## config.mk

```make
export PLATFORM = sky130hd
export DESIGN_NAME = oam_dma_controller
export DESIGN_NICKNAME = d
export VERILOG_FILES = /design/src/rtl/oam_dma_controller.sv
export SDC_FILE = /design/constraint.sdc
export NUM_CORES = 1
export LEC_CHECK = 0
export ABC_AREA = 1
export CAP_MARGIN = 20
export CELL_PAD_IN_SITES_DETAIL_PLACEMENT = 1
export CELL_PAD_IN_SITES_GLOBAL_PLACEMENT = 1
export CORE_UTILIZATION = 32
export DETAILED_ROUTE_END_ITERATION = 8
export PLACE_DENSITY = 0.92
export SYNTH_ARGS = -nofsm -noshare
export SYNTH_HDL_FRONTEND = slang
export SYNTH_SLANG_ARGS = --single-unit
```

## constraint.sdc

```tcl
create_clock -name iClock -period 4.3 [get_ports iClock]
set_input_delay 0.43 -clock iClock [delete_from_list [all_inputs] [get_ports iClock]]
set_output_delay 0.43 -clock iClock [all_outputs]
set_load 0.02 [all_outputs]
```

## src/rtl/oam_dma_controller.sv

```systemverilog
// OAM DMA sequencer: a CPU write to FF46 copies DMA_LENGTH bytes from {page, 8'h00}
// into sprite OAM, one byte every CYCLES_PER_BYTE clocks, while fencing the CPU into high RAM.
//
// state    | meaning
// ---------+-----------------------------------------------------------
// ST_IDLE  | no transfer; all strobes low
// ST_DELAY | startup wait after the FF46 write, STARTUP_CYCLES clocks
// ST_XFER  | byte loop: read in phase 0, capture at READ_LATENCY, OAM write in last phase
module oam_dma_controller #(
   parameter int DMA_LENGTH      = 160,
   parameter int CYCLES_PER_BYTE = 4,
   parameter int READ_LATENCY    = 1,
   parameter int STARTUP_CYCLES  = 4
) (
   input  logic        iClock,
   input  logic        iReset,
   input  logic [15:0] iCpuAddr,
   input  logic        iCpuWe,
   input  logic [7:0]  iCpuData,
   output logic [7:0]  oDmaReg,
   output logic        oDmaActive,
   output logic        oCpuBusBlock,
   output logic        oBusReadRequest,
   output logic [15:0] oBusAddr,
   input  logic [7:0]  iBusData,
   output logic        oOamWe,
   output logic [7:0]  oOamAddr,
   output logic [7:0]  oOamData
);

   localparam int PW = $clog2(CYCLES_PER_BYTE);
   localparam int DW = (STARTUP_CYCLES > 1) ? $clog2(STARTUP_CYCLES) : 1;
   localparam logic [PW-1:0] PH_CAP   = PW'(READ_LATENCY);
   localparam logic [PW-1:0] PH_LAST  = PW'(CYCLES_PER_BYTE - 1);
   localparam logic [7:0]    IDX_LAST = 8'(DMA_LENGTH - 1);
   localparam logic [DW-1:0] DLY_LOAD = DW'(STARTUP_CYCLES - 1);

   typedef enum logic [1:0] {
      ST_IDLE  = 2'd0,
      ST_DELAY = 2'd1,
      ST_XFER  = 2'd2
   } state_t;

   state_t        state_q, state_d;
   logic [7:0]    dma_reg_q, dma_reg_d;
   logic [7:0]    page_q, page_d;
   logic [7:0]    index_q, index_d;
   logic [7:0]    data_q, data_d;
   logic [PW-1:0] phase_q, phase_d;
   logic [DW-1:0] delay_q, delay_d;

   logic trigger;
   logic in_xfer;
   logic addr_phase;
   logic write_phase;
   logic hram_addr;

   assign trigger = iCpuWe && (iCpuAddr == 16'hFF46);

   always_comb begin
      state_d   = state_q;
      dma_reg_d = dma_reg_q;
      page_d    = page_q;
      index_d   = index_q;
      data_d    = data_q;
      phase_d   = phase_q;
      delay_d   = delay_q;
      if (trigger) begin
         // Pages E0..FF alias the work-RAM echo, so fetch from C0..DF instead.
         dma_reg_d = iCpuData;
         page_d    = (iCpuData >= 8'hE0) ? (iCpuData & 8'hDF) : iCpuData;
         state_d   = ST_DELAY;
         delay_d   = DLY_LOAD;
         index_d   = 8'h00;
         phase_d   = '0;
         data_d    = 8'h00;
      end else begin
         case (state_q)
            ST_DELAY: begin
               if (delay_q == '0) begin
                  state_d = ST_XFER;
                  index_d = 8'h00;
                  phase_d = '0;
               end else begin
                  delay_d = delay_q - 1'b1;
               end
            end
            ST_XFER: begin
               if (phase_q == PH_CAP) begin
                  data_d = iBusData;
               end
               if (phase_q == PH_LAST) begin
                  phase_d = '0;
                  if (index_q == IDX_LAST) begin
                     state_d = ST_IDLE;
                  end else begin
                     index_d = index_q + 8'd1;
                  end
               end else begin
                  phase_d = phase_q + 1'b1;
               end
            end
            default: begin
            end
         endcase
      end
   end

   always_ff @(posedge iClock or negedge iReset) begin
      if (!iReset) begin
         state_q   <= ST_IDLE;
         dma_reg_q <= 8'h00;
         page_q    <= 8'h00;
         index_q   <= 8'h00;
         data_q    <= 8'h00;
         phase_q   <= '0;
         delay_q   <= '0;
      end else begin
         state_q   <= state_d;
         dma_reg_q <= dma_reg_d;
         page_q    <= page_d;
         index_q   <= index_d;
         data_q    <= data_d;
         phase_q   <= phase_d;
         delay_q   <= delay_d;
      end
   end

   assign in_xfer    = (state_q == ST_XFER);
   assign addr_phase = in_xfer && (phase_q <= PH_CAP);
   // A restart landing on the write edge wins: that byte is dropped.
   assign write_phase = in_xfer && (phase_q == PH_LAST) && !trigger;
   assign hram_addr   = (iCpuAddr >= 16'hFF80) && (iCpuAddr <= 16'hFFFE);

   assign oDmaReg         = dma_reg_q;
   assign oDmaActive      = (state_q != ST_IDLE);
   assign oCpuBusBlock    = oDmaActive && !hram_addr && (iCpuAddr != 16'hFF46);
   assign oBusReadRequest = in_xfer && (phase_q == '0);
   assign oBusAddr        = addr_phase ? {page_q, index_q} : 16'h0000;
   assign oOamWe          = write_phase;
   assign oOamAddr        = write_phase ? index_q : 8'h00;
   assign oOamData        = write_phase ? data_q : 8'h00;

endmodule

```

## Word level (Yosys, flattened, before mapping)

Cells that the tools add are included.

- Add/subtract/negate cells: 3
- Reductions and logical operators: 22
- $lt $le $gt $ge: 4
- Equal/unequal tests: 12
- Mux-type cells: 24

Operator list:

| cell | number |
|---|---|
| two-way mux 8 bit | 9 |
| two-way mux 2 bit | 10 |
| == test 16 bit, second input constant | 1 |
| >= comparator 16 bit, second input constant | 1 |
| less-or-equal comparator 16 bit, second input constant | 1 |
| two-way mux 16 bit | 1 |
| inequality test 16 bit, second input constant | 1 |
| one-hot mux 8 bit (2 select lines) | 1 |
| adder 8 x 1 -> 8 bit, second input constant | 1 |
| == test 8 bit, second input constant | 1 |
| >= comparator 8 bit, second input constant | 1 |
| logical AND 1 bit | 8 |
| one-hot mux 2 bit (2 select lines) | 2 |
| AND reduction 4 bit | 2 |
| nonzero test 2 bit | 4 |
| two-way mux 6 bit | 1 |
| inequality test 3 x 2 -> 1 bit, second input constant | 2 |
| inequality test 3 bit, second input constant | 2 |
| AND reduction 2 bit | 3 |
| == test 2 x 1 -> 1 bit, second input constant | 2 |
| == test 2 bit, second input constant | 2 |
| zero test 2 bit | 2 |
| nonzero test 3 bit | 1 |
| adder 2 x 1 -> 2 bit, second input constant | 1 |
| 4 further kinds | 5 |

- Word-level logic and storage cells: 72
- Input port bits: 35
- Bits in registers: 38
- Output and inout port bits: 44

## Longest topological paths before layout

- Depth in word-level cells: 5
- Mapped depth: 10
- Mapped depth without buffers: 9

## Worst setup path after synthesis

OpenSTA, ideal clock, no wires.

- Path kind: input -> output
- From: in iCpuAddr[2]
- To: out oOamAddr[1]
- Arrival time: 1307 ps
- Required time: 3870 ps
- Slack: 2563 ps
- Stages: 8
- Cell sequence: nand2_1 -> inv_1 -> nand2_1 -> nor2_2 -> nand3_4 -> nand2_2 -> buf_4 -> nor2_1

- Word-level cells in the longest chain between the ends: 5

RTL lines:

| what | line | RTL |
|---|---|---|
| start, declared | 17 | `input logic [15:0] iCpuAddr,` |
| == test 16 bit | 58 | `assign trigger = iCpuWe && (iCpuAddr == 16'hFF46);` |
| logical AND 1 bit | 58 |  |
| zero test 1 bit | 132 | `assign write_phase = in_xfer && (phase_q == PH_LAST) && !trigger;` |
| logical AND 1 bit | 132 |  |
| two-way mux 8 bit | 141 | `assign oOamAddr = write_phase ? index_q : 8'h00;` |
| end, declared | 27 | `output logic [7:0] oOamAddr,` |

Every way passes these cells.

## Final worst setup path

- From: in iCpuAddr[13]
- To: out oOamData[2]

- Word-level cells in the longest chain between the ends: 5

RTL lines:

| what | line | RTL |
|---|---|---|
| == test 16 bit | 58 |  |
| logical AND 1 bit | 58 |  |
| zero test 1 bit | 132 |  |
| logical AND 1 bit | 132 |  |
| two-way mux 8 bit | 142 | `assign oOamData = write_phase ? data_q : 8'h00;` |
| end, declared | 28 | `output logic [7:0] oOamData` |

Every way passes these cells.

==> run summary <==
status -> completed
CTS root buf -> clkbuf_8
initial cell density of the core -> 0.338
CORE AREA -> 6060 µm²
unrepaired setup endpoints after global routing -> no
r2r worst-path depth -> 7
f_max -> 0.327 GHz
RD Place Congestion -> 0.815
top cell type's share of synthesized area -> 0.379
Avg Vias per Cell -> 4.63
register area share after synthesis -> 0.379
Mapped Area -> 2050 µm²
Routed Antenna Nets -> 0
VDD IR max -> 0.000164 V
most instantiated library cell after synthesis -> nand2_1
port bufs -> 78
Crit Path Class -> primary input to output port
antenna violations before repair -> 0
syn_nets -> 335
Clock Latency Late Sink -> 0.29 ns
ys flop type -> dfrtp_1
Fin. Hold Viols -> 0
Worst Path Required -> 3.87 ns
switching share of power -> 0.212
r2r setup slk -> 2.46 ns
hold path start -> oDmaReg[5]
ANT cells -> 0
share of layout cells above drive strength 1 -> 0.0734
pre-CTS setup slack -> 1.20 ns
DP HPWL -> 4660 µm
Slew Viols, Final -> 0
Reg power frac -> 0.495
Worst slew margin -> 0.537
worst r2r src -> index_q[0]
Critical Path End Type -> output port
Remaining DRCs -> 0
Syn Inst Count -> 295
worst hold path type -> register to register
Crit Reg-Reg Endpoint -> index_q[1]
Avg WL per Cell -> 13.6 µm
Mean Syn Cell Area -> 6.94 µm²
H-tree depth -> 2
clock network fraction of design power -> 0.419
Yosys reg bits -> 31
global-route usage over all layers -> 0.196
standard-cell row count -> 28
fraction of registers with async set or reset after synthesis -> 1.00
Post-Route WL -> 6040 µm
fin crit share -> 0.712
switching power -> 128 µW
total die area -> 6720 µm²
CP arrival -> 2.63 ns
Gate power share -> 0.086
NumNets Final -> 407
initial DRC count -> 74
die height -> 82.0 µm
Post-CTS Setup Inserts -> 0
final instance area -> 2930 µm²
CTS tree -> yes
clock sinks -> 31
Yosys cell types -> 27
top sig layer -> met4
final core utilization -> 0.484
time the worst path needs with I/O delays and setup -> 3.06 ns
setup_tns -> 0 ns
grt total ovfl -> 0
PwrDens -> 206 nW/µm²
post-synth top area cell -> dfrtp_1
first-pass GRT wire length -> 9920 µm
fillcell total -> 772
Worst-path clk slew -> 0.06 ns
Area Overhead vs Synth -> 43.1%
Finish-stage setup viols -> 0
met2 wire len -> 3300 µm
vias in the first global route -> 2188
CTS Buf Count -> 5
1st-pass router iterations -> 4
number of synthesized flops with an enable pin -> 0
Pleak -> 0.00148 µW
CTS Hold Buffers Added -> 0
Post-CTS Resized -> 0
met3 wire length -> 225 µm
Area contributors post-synth -> dfrtp_1 (38%), nand2_1 (14%), inv_1 (10%), nor2_1 (9.5%), nand3_1 (5.1%)
Met1 Wirelength -> 2430 µm
DR vias -> 2052
clk_skew -> 0.00514 ns
Worst-Margin Slew -> 0.695 ns
startpoint types -> primary input
worst setup margin -> 1.24 ns
Die Width -> 82.0 µm
YS warnings -> 0
CP max FO -> 24
largest net degree at the start of global routing -> 32
Critical Path End -> oOamData[2]
most frequent cells after synthesis -> nand2_1 (78), inv_1 (55), nor2_1 (52)
I/O Pins -> 79
CP startpoint -> iCpuAddr[13]
DP Area -> 2830 µm²
Clock Path Buffers -> 2
internal power -> 475 µW
Max Cap Viol -> 0
how the worst min path moves through the flow:
stage / cells past startpoint / end / slack (ns)
floorplan: 0 / data_q[0] / 0.13
global placement: 2 / oDmaReg[5] / 0.46
detailed placement: 2 / oDmaReg[5] / 0.47
CTS: 2 / oDmaReg[5] / 0.49
global route: 2 / oDmaReg[5] / 0.51
finish: 2 / oDmaReg[5] / 0.49
power by group through the flow:
stage	clock network [µW]	logic, µW	registers [µW]
finish	253	51.6	299
global route	273	57.6	299
CTS	259	52.8	298
detailed placement	0	52.6	304
global placement	0	50.6	303
floorplan	0	11.1	303
metrics by stage:
stage | total power [µW] | hold slack, ns | cells
after detailed placement | 356 | 0.469 | 435
after global placement | 354 | 0.464 | 435
final | 603 | 0.486 | 443
after floorplan | 314 | 0.134 | 295
after global routing | 629 | 0.511 | 443
after CTS | 610 | 0.487 | 443
placed cells by master, fill, tap and decap left out, drive strengths merged, types with 4 or more instances in the layout:
cell type       n
nand3          23
nand2          83
dfrtp          31
nor2           54
mux2            8
nand4           4
ha              5
inv            57
clkbuf          8
o21ai          11
clkdlybuf4s50  78
layout make-up:
type / count / area, µm² / area share
Inverter: 57 / 216 / 0.0738
Sequential cell: 31 / 776 / 0.265
Multi-Input combinational cell: 193 / 957 / 0.327
Tap cell: 75 / 93.8 / 0.0320
Timing Repair Buffer: 79 / 788 / 0.269
Clock buffer: 8 / 100 / 0.0341
registers in the layout, summed over array words and instances (netlist names):
name	flops
phase_q	2
state_q	2
page_q	1
index_q	8
oDmaReg	8
data_q	8
delay_q	2
logic make-up after synthesis:
logic type	Yosys count	share of synthesized area
multiplexers	8	0.0440
flip-flops	31	0.379
AO/OA/AOI/OAI	13	0.0348
buffers and inverters	71	0.154
AND/OR/NAND/NOR	165	0.349
adder cells (fa/ha/maj)	5	0.0305
XOR/XNOR	2	0.00855
routing by layer:
metal / GRT usage / up-vias
met3: 0.0433 / 11
met4: 0.0649 / 0
met1: 0.215 / 974
met2: 0.369 / 46
met5: 0 / -
li1: - / 1021
worst max-delay path, cell delays in order:
cell and delay, ns:
clkdlybuf4s50_1 0.46, nand2_1 0.05, inv_1 0.05, nand2_1 0.05
nor2_2 0.19, nand3_4 0.29, nand2_2 0.42, nor2_1 0.11
clkdlybuf4s50_1 0.56
(Power assumes the default switching activity.)
